File: config.mk
export PLATFORM = sky130hd
export DESIGN_NAME = jk_updown_counter_param
export DESIGN_NICKNAME = d
export VERILOG_FILES = /design/src/rtl/jk_updown_counter_param.sv
export SDC_FILE = /design/constraint.sdc
export NUM_CORES = 1
export LEC_CHECK = 0
export ABC_AREA = 0
export BUFFER_PORTS_ARGS = -buffer_cell sky130_fd_sc_hd__buf_2
export CAP_MARGIN = 20
export CORE_AREA = 5 5 42 44
export CTS_CLUSTER_DIAMETER = 80
export CTS_CLUSTER_SIZE = 20
export DETAILED_ROUTE_END_ITERATION = 10
export DIE_AREA = 0 0 47 49
export PLACE_DENSITY = 0.54
export SYNTH_ARGS = -nofsm -noshare
export SYNTH_HDL_FRONTEND = slang
export SYNTH_SLANG_ARGS = --single-unit
File: constraint.sdc
create_clock -name clk -period 1.9 [get_ports clk]
set_clock_uncertainty 0.2 [all_clocks]
set_input_delay 0.38 -clock clk [delete_from_list [all_inputs] [get_ports clk]]
set_output_delay 0.38 -clock clk [all_outputs]
set_load 0.005 [all_outputs]
File: src/rtl/jk_updown_counter_param.sv
// Parametrised up/down counter built from per-bit JK flip-flops, with enable,
// synchronous clear, clamped parallel load, wrap/saturate bounds and event pulses.
module jk_updown_counter_param #(
  parameter int unsigned     WIDTH    = 4,
  parameter longint unsigned MODULUS  = 16,
  parameter bit              SATURATE = 1'b0
) (
  input  logic             clk,
  input  logic             rst,
  input  logic             en,
  input  logic             ud,
  input  logic             clr,
  input  logic             load,
  input  logic [WIDTH-1:0] load_val,
  output logic [WIDTH-1:0] q,
  output logic             tc,
  output logic             wrap,
  output logic             load_err
);

  if (WIDTH < 2 || WIDTH > 32) begin : g_bad_width
    $error("jk_updown_counter_param: WIDTH must be in 2..32");
  end
  if (MODULUS < 2 || MODULUS > (64'd1 << WIDTH)) begin : g_bad_modulus
    $error("jk_updown_counter_param: MODULUS must be in 2..2**WIDTH");
  end

  localparam logic [WIDTH-1:0] MAXV = WIDTH'(MODULUS - 64'd1);

  logic [WIDTH-1:0] target;
  logic [WIDTH-1:0] j;
  logic [WIDTH-1:0] k;
  logic [WIDTH-1:0] q_next;
  logic             force_sel;
  logic             wrap_next;
  logic             err_next;

  always_comb begin
    target    = q;
    force_sel = 1'b0;
    wrap_next = 1'b0;
    err_next  = 1'b0;
    if (clr) begin
      target    = '0;
      force_sel = 1'b1;
    end else if (load) begin
      force_sel = 1'b1;
      if (64'(load_val) >= MODULUS) begin
        target   = MAXV;
        err_next = 1'b1;
      end else begin
        target = load_val;
      end
    end else if (en) begin
      if (ud) begin
        if (q == MAXV) begin
          if (!SATURATE) begin
            target    = '0;
            wrap_next = 1'b1;
          end
        end else begin
          target = q + 1'b1;
        end
      end else begin
        if (q == '0) begin
          if (!SATURATE) begin
            target    = MAXV;
            wrap_next = 1'b1;
          end
        end else begin
          target = q - 1'b1;
        end
      end
    end

    // Counting toggles exactly the bits that differ (J=K); clear/load force via J=t, K=~t.
    if (force_sel) begin
      j = target;
      k = ~target;
    end else begin
      j = q ^ target;
      k = q ^ target;
    end
    q_next = (j & ~q) | (~k & q);
  end

  always_ff @(posedge clk or negedge rst) begin
    if (!rst) begin
      q        <= '0;
      wrap     <= 1'b0;
      load_err <= 1'b0;
    end else begin
      q        <= q_next;
      wrap     <= wrap_next;
      load_err <= err_next;
    end
  end

  assign tc = en & ((ud & (q == MAXV)) | (~ud & (q == '0)));

endmodule

Yosys cells after proc, flatten, opt, wreduce, memory -nomap -nowiden
Index checks and enable logic that the tools add are counted.
{"block": "op_classes", "reduce_logical": 1, "mux": 16, "eq_ne": 1, "bitwise_logic": 12, "n_addsub": 2}
{"cell": "4-bit two-way mux", "count": 8}
{"cell": "4-bit inverter", "count": 3}
{"cell": "4-bit bitwise AND", "count": 2}
{"cell": "1-bit two-way mux", "count": 8}
{"cell": "4-bit by 1-bit adder with 4-bit output (second input constant)", "count": 1}
{"cell": "4-bit == test (second input constant)", "count": 1}
{"cell": "4-bit logical NOT", "count": 1}
{"cell": "4-bit OR", "count": 1}
{"cell": "4-bit by 1-bit subtractor with 4-bit output (second input constant)", "count": 1}
{"cell": "4-bit bitwise XOR", "count": 1}
{"cell": "1-bit bitwise AND", "count": 3}
{"cell": "1-bit inverter", "count": 1}
{"cell": "1-bit OR", "count": 1}
{"block": "word_totals", "wordCells": 34, "register_bits": 5, "out_inout_bits": 7, "in_bits": 10}

Logic depth before layout (Yosys ltp)
{"block": "logic_depth", "depth_word": 11, "depth_mapped": 6, "ltp_nobuf": 6}

Least setup slack after synthesis
No wires, ideal clock.
{"block": "synth_timing", "path_kind": "register -> output", "from": "register q[1]", "to": "output tc", "path_buffers": 0, "slack_ns": 0.260, "arrival_ns": 1.060, "path_stages_with_launch": 6, "required_ns": 1.320, "path_cell_list": "dfrtp_1 inv_1 ha_1 nand2b_1 nor3_1 o21a_1"}
{"block": "synth_between", "elab_chain_len": 4, "word_cells_on_any_way": 6, "cone_classes": "eq/ne: 1; bitwise: 4; reduce/logical: 1"}
{"element": "from (decl)", "line": "15", "rtl": "output logic [WIDTH-1:0] q,"}
{"element": "from (signal assigned)", "line": "93", "rtl": "q <= q_next;"}
{"element": "4-bit == test / 4-bit logical NOT (equally long branches)", "line": "99", "rtl": "assign tc = en & ((ud & (q == MAXV)) | (~ud & (q == '0)));"}
{"element": "1-bit bitwise AND", "line": "99"}
{"element": "1-bit OR *", "line": "99"}
{"element": "1-bit bitwise AND *", "line": "99"}
{"element": "to (decl)", "line": "16", "rtl": "output logic tc,"}
Mark *: on every way between the ends. The rest lies on a longest branch, timed or not.

Worst setup path in the final report
Same ends and word-level chain as after synthesis.

==> results.toml <==
[run_status]
outcome = "complete, but fails checks"
violations = "negative setup slack"

[worst_setup_path]
slowest_stage = "dfrtp_1"
cp-end-kind = "primary output"
critPathCapture = "tc"
critPathKind = "reg2out"
worstRegToRegCells = 5
r2r_end = "q[3]"
crit_buf_inv = 2
cp_max_fo = 4
cp_data_required_time_ps = 1320
crit_cells = 6
startpoint = "q[1]"
ff2ff_setup_slack_ps = 240
reg2reg_from = "q[0]"
crit_arrival_ps = 1420
cp-start-kind = "register"
crit_family = "flip-flops"
slowest_delay_ps = 410
crit_chain = "inv_1 > ha_1 > nand2b_1 > nor3_2 > o21a_1 > buf_2"

[die]
die_area_um2 = 2300
fp.dieH_um = 49
initial_core_util_pct = 27.9
fp.dieW_um = 47
core_um2 = 1400
pin_count = 17
rows = 14

[clock_network]
cts_made_buffers = 3
cts_max_level = 1
cts_root_buf = "clkbuf_4"
clkTransAtPathRegs_ps = 50
cts.sinks = 5
tritoncts = "done"
clockBufferDepth = 2
insertion_delay_ps = 250

[grt]
grt_antenna_before_repair = 0
grt_start_max_net_pins = 8
grt_pass1_vias = 421
gr-usage-all-layers_pct = 11.2
grt.overflow.total = 0
grt_pass1_wl_mm = 1.82

[drt]
vias_per_cell = 5.02
drt-total-wl_mm = 1.10
vias = 422
wl_per_cell_um = 13.1
first_pass_iters = 4
ant_nets = 0
first_iter_violations = 15
drc = 0

[logic_synthesis]
yosysWarnings = 0
synth_area_um2 = 390
synth.top_cell.area_share_pct = 32.1
synth.distinct_cells = 24
synth_area_leaders = "dfrtp_1 32%, xnor2_1 6.7%, ha_1 6.4%, inv_1 5.8%, a21oi_1 3.8%"
yosysTopAreaCell = "dfrtp_1"
ys_seq_area_share_pct = 32.1
syn_area_per_cell_um2 = 8.87
syn_nets = 56
synth_seq_cells = 5
synth_cells = 44

[placed_design]
pre_cts_slack_ps = 137
dpl_cell_area_um2 = 500
dpl.hpwl_um = 813
gp_congestion = 0.875
portBuffers = 15

[pwr]
power.density_nw_per_um2 = 653
peakVddDrop_uv = 356
finalPower_mw = 0.363
p_leak_nw = 0.289

[timing]
slew_violations = 0
layout_min_cycle_time_ps = 2000
setup_slack_ps = -102
setup_viol = 1
fmax_mhz = 499
hold_slack_ps = 155
rsz0062_at_grt = "yes"
period_share_pct = 105
hold_viol_final = 0
setup-tns-final_ps = -102

[run]
drv_cap = 0

[layout]
areaGrowthSynthToFinish_pct = 42.6
n_antenna_cell = 0
drive_gt1_share_pct = 41.2
stdcell_area_um2 = 557
layout.nets = 81

[min_path]
hold_path.class = "in2reg"
what timing repair did:
action                                 CTS  global route
endpoints found under the hold margin    5             0
gates resized for setup                  1             0
setup endpoints to repair                1             1
hold buffers                             1             0
buffers inserted                         1             1
synth_stat cells:
cell type / number
o221a_2: 1
a21oi_1: 3
a221oi_1: 1
and3_1: 1
conb_1: 1
a211oi_1: 1
nor2_1: 3
and4_2: 1
o21a_1: 2
nand2b_1: 2
o21bai_1: 1
nor3_2: 1
inv_1: 6
a2111oi_2: 1
nand2_1: 2
nand4b_1: 1
mux2i_1: 1
nor3_1: 1
ha_1: 2
dfrtp_1: 5
o21ai_0: 2
and4_1: 1
buf_4: 1
xnor2_1: 3
how the worst min path moves through the flow:
stage	slack (ps)	start	to	cells after the start
final	150	clr	q[3]	2
after global routing	170	clr	q[3]	2
after CTS	150	clr	q[2]	2
after detailed placement	10	rst	wrap	1
after global placement	10	rst	wrap	1
after floorplan	-120	rst	q[0]	0
stage by stage:
step                      cells  utilization (%)
final                        84             39.7
after global routing         84             39.7
after CTS                    83             39.2
after detailed placement     77             35.7
after global placement       77             35.7
after floorplan              44                -
layout make-up:
class                   count  area, um^2
clock buffers               4        26.3
fillers                   151         845
inverters                   6        22.5
multi-input cells          32         240
flip-flops and latches      5         125
well taps                  16        20.0
repair buffers             21         123
registers in the layout (all words and copies together), names as in the netlist:
signal and cells:
q 4, wrap 1
cell usage in the layout, fill, tap and decap left out, types with 2 or more instances in the layout:
| cell type | synthesis | final |
|---|---|---|
| o21ai_0 | 2 | 2 |
| inv_1 | 6 | 6 |
| nand2_1 | 2 | 2 |
| ha_1 | 2 | 2 |
| clkbuf_4 | 0 | 3 |
| a21oi_1 | 3 | 3 |
| buf_4 | 1 | 5 |
| nand2b_1 | 2 | 2 |
| nor2_1 | 3 | 3 |
| xnor2_1 | 3 | 3 |
| dfrtp_1 | 5 | 5 |
| o21a_1 | 2 | 2 |
| nor3_2 | 1 | 2 |
| buf_2 | 0 | 15 |
per-layer routing:
metal  track usage [%]  wire length, um  vias to the layer above
li1                  -                -                      202
met1              13.3              439                      199
met2              16.7              553                       16
met3              2.58               74                        5
met4              8.29               34                        0
met5                 0                0                        -
cells by family after synthesis:
kind of cell,share of synthesized area (%)
buffers and inverters,7.69
and+or+nand+nor,20.5
muxes,2.56
other,0.961
adders and majority gates,6.41
xor gates and xnor gates,6.73
DFF,32.1
AOI/OAI and AO/OA,23.1
where the power goes:
group / switching [mW] / internal (mW) / leakage, nW
registers: 0.00954 / 0.114 / 0.0654
clock network: 0.0557 / 0.0802 / 0.0150
logic: 0.0501 / 0.0537 / 0.209
Power figures use the tool's default switching activity.
